[src/rtl/lanes_deserializer.sv]
// Two-lane serial-to-parallel converter for the receive path.
// Builds 8-bit MSB-first symbols (Gen4) or 132/66-bit LSB-first blocks
// (Gen3/Gen2). Each finished word gets a one-cycle valid pulse and a
// descrambler seed reset.
module lanes_deserializer #(
  parameter int WIDTH = 132
) (
  input  logic             clk,
  input  logic             rst,
  input  logic             enable_deser,
  input  logic             lane_0_rx_ser,
  input  logic             lane_1_rx_ser,
  input  logic [1:0]       gen_speed,
  input  logic             bit_slip,
  output logic [WIDTH-1:0] lane_0_rx_parallel,
  output logic [WIDTH-1:0] lane_1_rx_parallel,
  output logic             parallel_valid,
  output logic             descr_rst,
  output logic             enable_descr
);

  localparam int CW = $clog2(WIDTH);

  logic [CW-1:0]    count;
  logic [CW-1:0]    count_max;
  logic [CW-1:0]    bit_idx;
  logic             msb_first;
  logic             last_bit;
  logic [WIDTH-1:0] asm0;
  logic [WIDTH-1:0] asm1;
  logic [WIDTH-1:0] bit_sel;
  logic [WIDTH-1:0] word_mask;
  logic [WIDTH-1:0] merged0;
  logic [WIDTH-1:0] merged1;

  // Word size and bit order follow the generation speed (11 behaves as Gen4)
  always_comb begin
    count_max = CW'(8);
    msb_first = 1'b1;
    case (gen_speed)
      2'b01: begin
        count_max = CW'(132);
        msb_first = 1'b0;
      end
      2'b10: begin
        count_max = CW'(66);
        msb_first = 1'b0;
      end
      default: ;
    endcase
  end

  // One-hot write position, valid-bit mask and the words with this cycle's bit merged in.
  // A Gen4 count beyond 7 only happens after a mid-word speed drop; no bit is placed then.
  always_comb begin
    bit_idx   = count;
    bit_sel   = '0;
    word_mask = '0;
    if (msb_first) begin
      bit_idx = CW'(7) - count;
    end
    if (!(msb_first && (count > CW'(7)))) begin
      bit_sel = {{(WIDTH-1){1'b0}}, 1'b1} << bit_idx;
    end
    for (int i = 0; i < WIDTH; i++) begin
      word_mask[i] = (CW'(i) < count_max);
    end
    merged0  = asm0 | (lane_0_rx_ser ? bit_sel : '0);
    merged1  = asm1 | (lane_1_rx_ser ? bit_sel : '0);
    last_bit = (count >= (count_max - CW'(1)));
  end

  // Shift-in, word completion and output registers
  always_ff @(posedge clk or negedge rst) begin
    if (!rst) begin
      count              <= '0;
      asm0               <= '0;
      asm1               <= '0;
      lane_0_rx_parallel <= '0;
      lane_1_rx_parallel <= '0;
      parallel_valid     <= 1'b0;
      descr_rst          <= 1'b0;
      enable_descr       <= 1'b0;
    end else if (!enable_deser) begin
      count              <= '0;
      asm0               <= '0;
      asm1               <= '0;
      lane_0_rx_parallel <= '0;
      lane_1_rx_parallel <= '0;
      parallel_valid     <= 1'b0;
      descr_rst          <= 1'b0;
      enable_descr       <= 1'b0;
    end else if (bit_slip) begin
      parallel_valid <= 1'b0;
      descr_rst      <= 1'b0;
      enable_descr   <= 1'b1;
    end else begin
      enable_descr <= 1'b1;
      if (last_bit) begin
        lane_0_rx_parallel <= merged0 & word_mask;
        lane_1_rx_parallel <= merged1 & word_mask;
        asm0               <= '0;
        asm1               <= '0;
        count              <= '0;
        parallel_valid     <= 1'b1;
        descr_rst          <= 1'b1;
      end else begin
        asm0           <= merged0;
        asm1           <= merged1;
        count          <= count + CW'(1);
        parallel_valid <= 1'b0;
        descr_rst      <= 1'b0;
      end
    end
  end

endmodule

[config.mk]
export PLATFORM = sky130hd
export DESIGN_NAME = lanes_deserializer
export DESIGN_NICKNAME = d
export VERILOG_FILES = /design/src/rtl/lanes_deserializer.sv
export SDC_FILE = /design/constraint.sdc
export NUM_CORES = 1
export LEC_CHECK = 0
export CAP_MARGIN = 25
export CORE_UTILIZATION = 45
export DETAILED_ROUTE_END_ITERATION = 8
export GPL_ROUTABILITY_DRIVEN = 0
export PLACE_DENSITY = 0.7
export SETUP_SLACK_MARGIN = 0.5
export SYNTH_ARGS = -nofsm -noshare
export SYNTH_HDL_FRONTEND = slang
export SYNTH_SLANG_ARGS = --single-unit
[constraint.sdc]
create_clock -name clk -period 2.7 [get_ports clk]
set_input_delay 0.405 -clock clk [delete_from_list [all_inputs] [get_ports clk]]
set_output_delay 0.405 -clock clk [all_outputs]
set_load 0.02 [all_outputs]
# Word level (Yosys, flattened, before mapping)
# Index checks and enable logic that the tools add are counted.
# totals
output_inout_bits,267
wordCells,181
inputBits,8
reg_bits,538
# op_classes
n_reduce_logical,3
n_bitwise,4
n_mux,25
addsub,3
n_lt_le_gt_ge,134
n_shift,1
n_eq_ne,4
# op_table
operator,count
2-to-1 mux 132 bit,15
"< comparator 7 x 8 -> 1 bit, first input constant",64
AND 132 bit,2
bitwise OR 132 bit,2
"< comparator 6 x 8 -> 1 bit, first input constant",32
"<< shifter 1 x 8 -> 132 bit, first input constant",1
"< comparator 5 x 8 -> 1 bit, first input constant",16
"< comparator 4 x 8 -> 1 bit, first input constant",8
"< comparator 3 x 8 -> 1 bit, first input constant",4
"< comparator 8 bit, first input constant",4
2-to-1 mux 8 bit,4
"< comparator 1 x 8 -> 1 bit, first input constant",2
"< comparator 2 x 8 -> 1 bit, first input constant",2
one-hot mux 8 bit (2 select lines),1
"adder 8 x 1 -> 8 bit, second input constant",1
greater-or-equal comparator 8 bit,1
"greater-than comparator 8 x 3 -> 1 bit, second input constant",1
"subtractor 3 x 8 -> 8 bit, first input constant",1
"subtractor 8 x 1 -> 8 bit, second input constant",1
2-to-1 mux 1 bit,5
"equality test 2 x 1 -> 1 bit, second input constant",1
"equality test 2 bit, second input constant",1
"!= test 2 x 1 -> 1 bit, second input constant",1
"!= test 2 bit, second input constant",1
3 further kinds,3

# Longest topological paths before layout
# depth
ltp_word,11
ltp_mapped,15
mapped_depth_nobuf,11

# Worst setup path before layout
# No wires, ideal clock.
# synth_timing
path_type,input port to flip-flop
start,input port gen_speed[0]
end,register asm0[118]
required_time_ns,2.579
stages,14
setup_time_ns,0.121
slack_ns,0.063
t_arrival_ns,2.516
n_path_buf,5
path_cell_list,inv_1 -> ha_1 -> buf_6 -> buf_6 -> inv_1 -> ha_1 -> o21ai_0 -> or2_1 -> a21oi_1 -> nand2b_1 -> buf_2 -> buf_2 -> buf_2 -> nor2_1
# synth_via
elab_chain_len,10
elab_cells_between_ends,16
classes_between,1 x add/sub; 1 x order compare; 2 x eq/ne; 1 x shift; 8 x mux; 1 x bitwise; 2 x reduce/logical
# synth_rtl
element,line,text
from (decl),13,"input logic [1:0] gen_speed,"
branches (longest 7 deep; another with subtractor 8 x 1 -> 8 bit),n/a,
2-to-1 mux 132 bit (*),99,if (last_bit) begin
2-to-1 mux 132 bit (*),93,end else if (bit_slip) begin
2-to-1 mux 132 bit (*),84,end else if (!enable_deser) begin
to (signal assigned),108,asm0 <= merged0;
to (decl),29,logic [WIDTH-1:0] asm0;
# Mark *: on every way between the ends. The select of a mux whose other input is x is not followed.
# A chain may end at the register's enable or synchronous reset.

# Worst setup path in the final report
# layout_timing
start,register count[3]
end,register asm1[22]
# layout_via
elab_chain_len,9
elab_cells_between_ends,12
classes_between,1 x add/sub; 2 x order compare; 1 x shift; 6 x mux; 1 x bitwise; 1 x reduce/logical
# layout_rtl
element,line,text
from (decl),24,logic [CW-1:0] count;
from (signal assigned),110,count <= count + CW'(1);
subtractor 3 x 8 -> 8 bit,60,bit_idx = CW'(7) - count;
2-to-1 mux 8 bit,59,if (msb_first) begin
<< shifter 1 x 8 -> 132 bit,63,"bit_sel = {{(WIDTH-1){1'b0}}, 1'b1} << bit_idx;"
2-to-1 mux 132 bit,62,if (!(msb_first && (count > CW'(7)))) begin
2-to-1 mux 132 bit,69,merged1 = asm1 | (lane_1_rx_ser ? bit_sel : '0);
bitwise OR 132 bit,69,
2-to-1 mux 132 bit (*),99,
2-to-1 mux 132 bit (*),93,
2-to-1 mux 132 bit (*),84,
to (signal assigned),109,asm1 <= merged1;
to (decl),30,logic [WIDTH-1:0] asm1;
# Mark *: on every way between the ends. The rest lies on a longest branch, timed or not. The select of a mux whose other input is x is not followed.

==> run_results.csv <==
group,metric,value,unit
outcome,outcome,"finished with violations",
outcome,violations,"design-rule violations",
cts,cts_tree,"yes",
drt,drc_errors,26,
global_routing,grt_pass1_vias,17400,
die,initial_core_util,45.9,%
drt,wirelength,68.7,mm
global_routing,grt_util_met2,42.7,%
sta,setup_viol,0,
synthesis,synth_compound_area_share,23.9,%
synthesis,yosys.area.top_type,"dfrtp_1",
critical_path,cp.buffers_inverters,4,
global_routing,grt_start_max_net_pins,81,
synthesis,synth-edff-count,0,
global_routing,busiest_layer,"met2",
placement,portBuffers,274,
worst_hold_path,worstHoldPathType,"in -> async",
global_routing,grtUsageMet1,40.9,%
critical_path,start_kind,"register",
sta,finalHoldViolations,0,
die,ios,275,
sta,clock_skew,0.0273,ns
critical_path,end_kind,"register",
die,die_height,221,microns
synthesis,yosysWarnings,0,
critical_path,cp_top_family,"buffers and inverters",
critical_path,criticalPathCategory,"reg -> reg",
sta,slew_headroom,56.6,%
critical_path,cp_slowest_cell,"dfrtp_1",
synthesis,synth_area_leaders,"dfrtp_1 (63%), a21oi_1 (12%), o2bb2ai_1 (11%)",
power,p_per_area,616,nW/um^2
synthesis,synth_ff_type,"dfrtp_1",
job,cap_violations,0,
synthesis,ys_types,44,
global_routing,overflow,0,
placement,dpl_worst_slack,-0.421,ns
sta,slew_violations,0,
finish,fill_cells,3648,
synthesis,synthSimpleGateAreaFrac,7.63,%
cts,cts_made_buffers,53,
global_routing,grt_use_met3,5.15,%
cts,cts_sinks,538,
sta,tns,0,ns
synthesis,synth_mux_area_share,0,%
die,core_area,46900,sq um
synthesis,synth-xor-area-share,0.285,%
synthesis,synthCells,1940,
power,leakagePower,12.3,nW
placement,dp_hpwl,45.3,mm
synthesis,synth_top_family_by_area,"compound AO/OA/AOI/OAI gates",
critical_path,crit_chain,"buf_6 > ha_1 > o21ai_2 > or2_1 > a21oi_4 > buf_4 > nand2b_4 > buf_12 > buf_12 > nor2_1",
sta,tightest_slew,0.651,ns
drt,drtIter0Drc,1938,
critical_path,slowest_delay,0.40,ns
sta,fin_crit,2.19,ns
synthesis,synth_fa_ha_area_share,0.699,%
cts,cts.path.max_buffers,3,
sta,timing.final.crit_share,81.2,%
synthesis,synth_top_area_share,62.6,%
global_routing,grt_pass1_wl,104,mm
synthesis,synth_area_per_cell,11.1,sq um
drt,vias,17500,
die,dieArea,48600,sq um
cts,clk_latency,0.63,ns
synthesis,synth-seq-cells,538,
synthesis,synth_fp_nets,1960,
sta,fin_ws,0.508,ns
global_routing,grt_usage,28.2,%
die,die_w,221,microns
synthesis,mappedNetlistArea,21500,sq um
critical_path,required,3.19,ns
drt,via_per_inst,5.92,
finish,layout-drive-gt1-share,18.6,%
cts,htreeDepth,2,
global_routing,antenna_found_initial,3,
cts,cts-root-buf,"clkbuf_16",
drt,ant_nets,0,
sta,rsz0062_at_grt,"true",
drt,first_pass_iters,7,
critical_path,cp_max_fo,26,
drt,wl_per_cell,23.2,microns
sta,max_freq,456,MHz
critical_path,cp.arrival,2.68,ns
synthesis,ys_seq_area_share,62.6,%
finish,areaGrowthSynthToFinish,35.6,%
finish,fin_nets,2331,
cts,clkTransAtPathRegs,0.06,ns
critical_path,critPathMostFrequentCell,"buf_12",
die,num_rows,79,
power,vdd_drop_max,0.479,mV
synthesis,async_flop_share,100,%
-- per-stage QoR --
stage	std cells	total power [mW]	util (%)	area (sq um)	hold slack, ns
finish	2961	17.9	62.2	29100	0.396
global route	2959	18.5	62.2	29100	0.438
CTS	2950	17.9	61.7	28900	0.401
detailed placement	2846	10.4	57.7	27000	0.439
global placement	2846	10.4	57.7	27000	0.429
floorplan	1940	9.31	-	22200	0.109
-- flip-flops by register name, indices dropped and copies added, names as in the netlist --
register and count:
asm0 132, asm1 132, count 8, descr_rst 1
enable_descr 1, lane_0_rx_parallel 132, lane_1_rx_parallel 132
-- metal layers --
layer,wire length [microns],share of wire [%],vias up
met5,8,0.012,-
li1,-,-,7700
met3,5800,8.4,129
met1,29100,42,8841
met2,31800,46,848
met4,2050,3.0,2
-- area by class of cell --
type                       count  area, sq um  share of cell area (%)
antenna                        2         5.00                  0.0172
clock buffer                  74         1530                    5.24
clock inverter                22          251                   0.863
inverter                      16         75.1                   0.258
multi-input combinational   1204         7590                    26.1
sequential                   538        13500                    46.2
tap                          607          759                    2.61
timing repair buffer         498         5460                    18.7
-- placed cells by master (no fill, tap or decap), types with 7 or more instances in the layout --
cell | netlist | final
dfrtp_1 | 538 | 537
a21oi_1 | 532 | 530
nor2_1 | 295 | 273
clkdlybuf4s50_1 | 0 | 271
o2bb2ai_1 | 260 | 208
buf_4 | 35 | 137
buf_12 | 0 | 70
clkbuf_16 | 0 | 57
o2bb2ai_2 | 0 | 52
nor2_2 | 3 | 25
nor3_4 | 3 | 15
inv_1 | 15 | 13
clkbuf_8 | 0 | 12
nand2_1 | 11 | 11
nand3_1 | 11 | 11
ha_1 | 12 | 10
clkbuf_1 | 41 | 9
clkinv_2 | 0 | 9
buf_6 | 4 | 9
nor3_2 | 10 | 7
a31oi_1 | 8 | 7
-- report_power, final --
| group | leakage, nW | total [mW] | switching (mW) | internal, mW |
|---|---|---|---|---|
| sequential | 7.51 | 8.16 | 0.0519 | 8.11 |
| combinational | 3.95 | 2.22 | 1.43 | 0.791 |
| clock | 0.874 | 7.55 | 3.21 | 4.34 |
-- synth_stat cells, drive strengths merged (2+ instances only) --
library cell	count
a21oi	532
o21a	2
ha	12
nor2	298
xor2	3
nor4b	2
a22o	2
o2bb2ai	260
buf	141
o21ai	5
o32ai	4
nand2b	3
nor2b	3
dfrtp	538
a31oi	8
and2	3
nor4	6
inv	16
nand3	11
nor3	23
nand2	14
clkbuf	41
-- path summary, 6_finish.rpt --
| check | start | slack, ns | depth (start not counted) | to |
|---|---|---|---|---|
| max reg2reg | count[3] | 0.51 | 10 | asm1[22] |
| min reg2reg | lane_1_rx_parallel[29] | 0.49 | 1 | lane_1_rx_parallel[29] |
| max | count[3] | 0.51 | 10 | asm1[22] |
| max in group asynchronous | rst | 1.39 | 4 | asm0[74] |
| min | rst | 0.40 | 2 | asm1[4] |
| min in group clk | lane_1_rx_parallel[29] | 0.49 | 1 | lane_1_rx_parallel[29] |
-- cell families after synthesis --
logic type               after synthesis
AO/OA/AOI/OAI                        820
flip-flops                           538
AND/OR/NAND/NOR                      367
buffers and inverters                198
adder cells (fa/ha/maj)               12
XOR/XNOR                               4
other                                  1
-- what timing repair did --
action,4_1_cts,5_1_grt
hold endpoints to repair,61,0
setup endpoints to repair,527,519
resized for setup,10,18
cloned,1,4
hold buffers,1,0
pin swaps,2,2
buffers inserted,6,5
No activity file was read; power rests on OpenSTA's default activity.
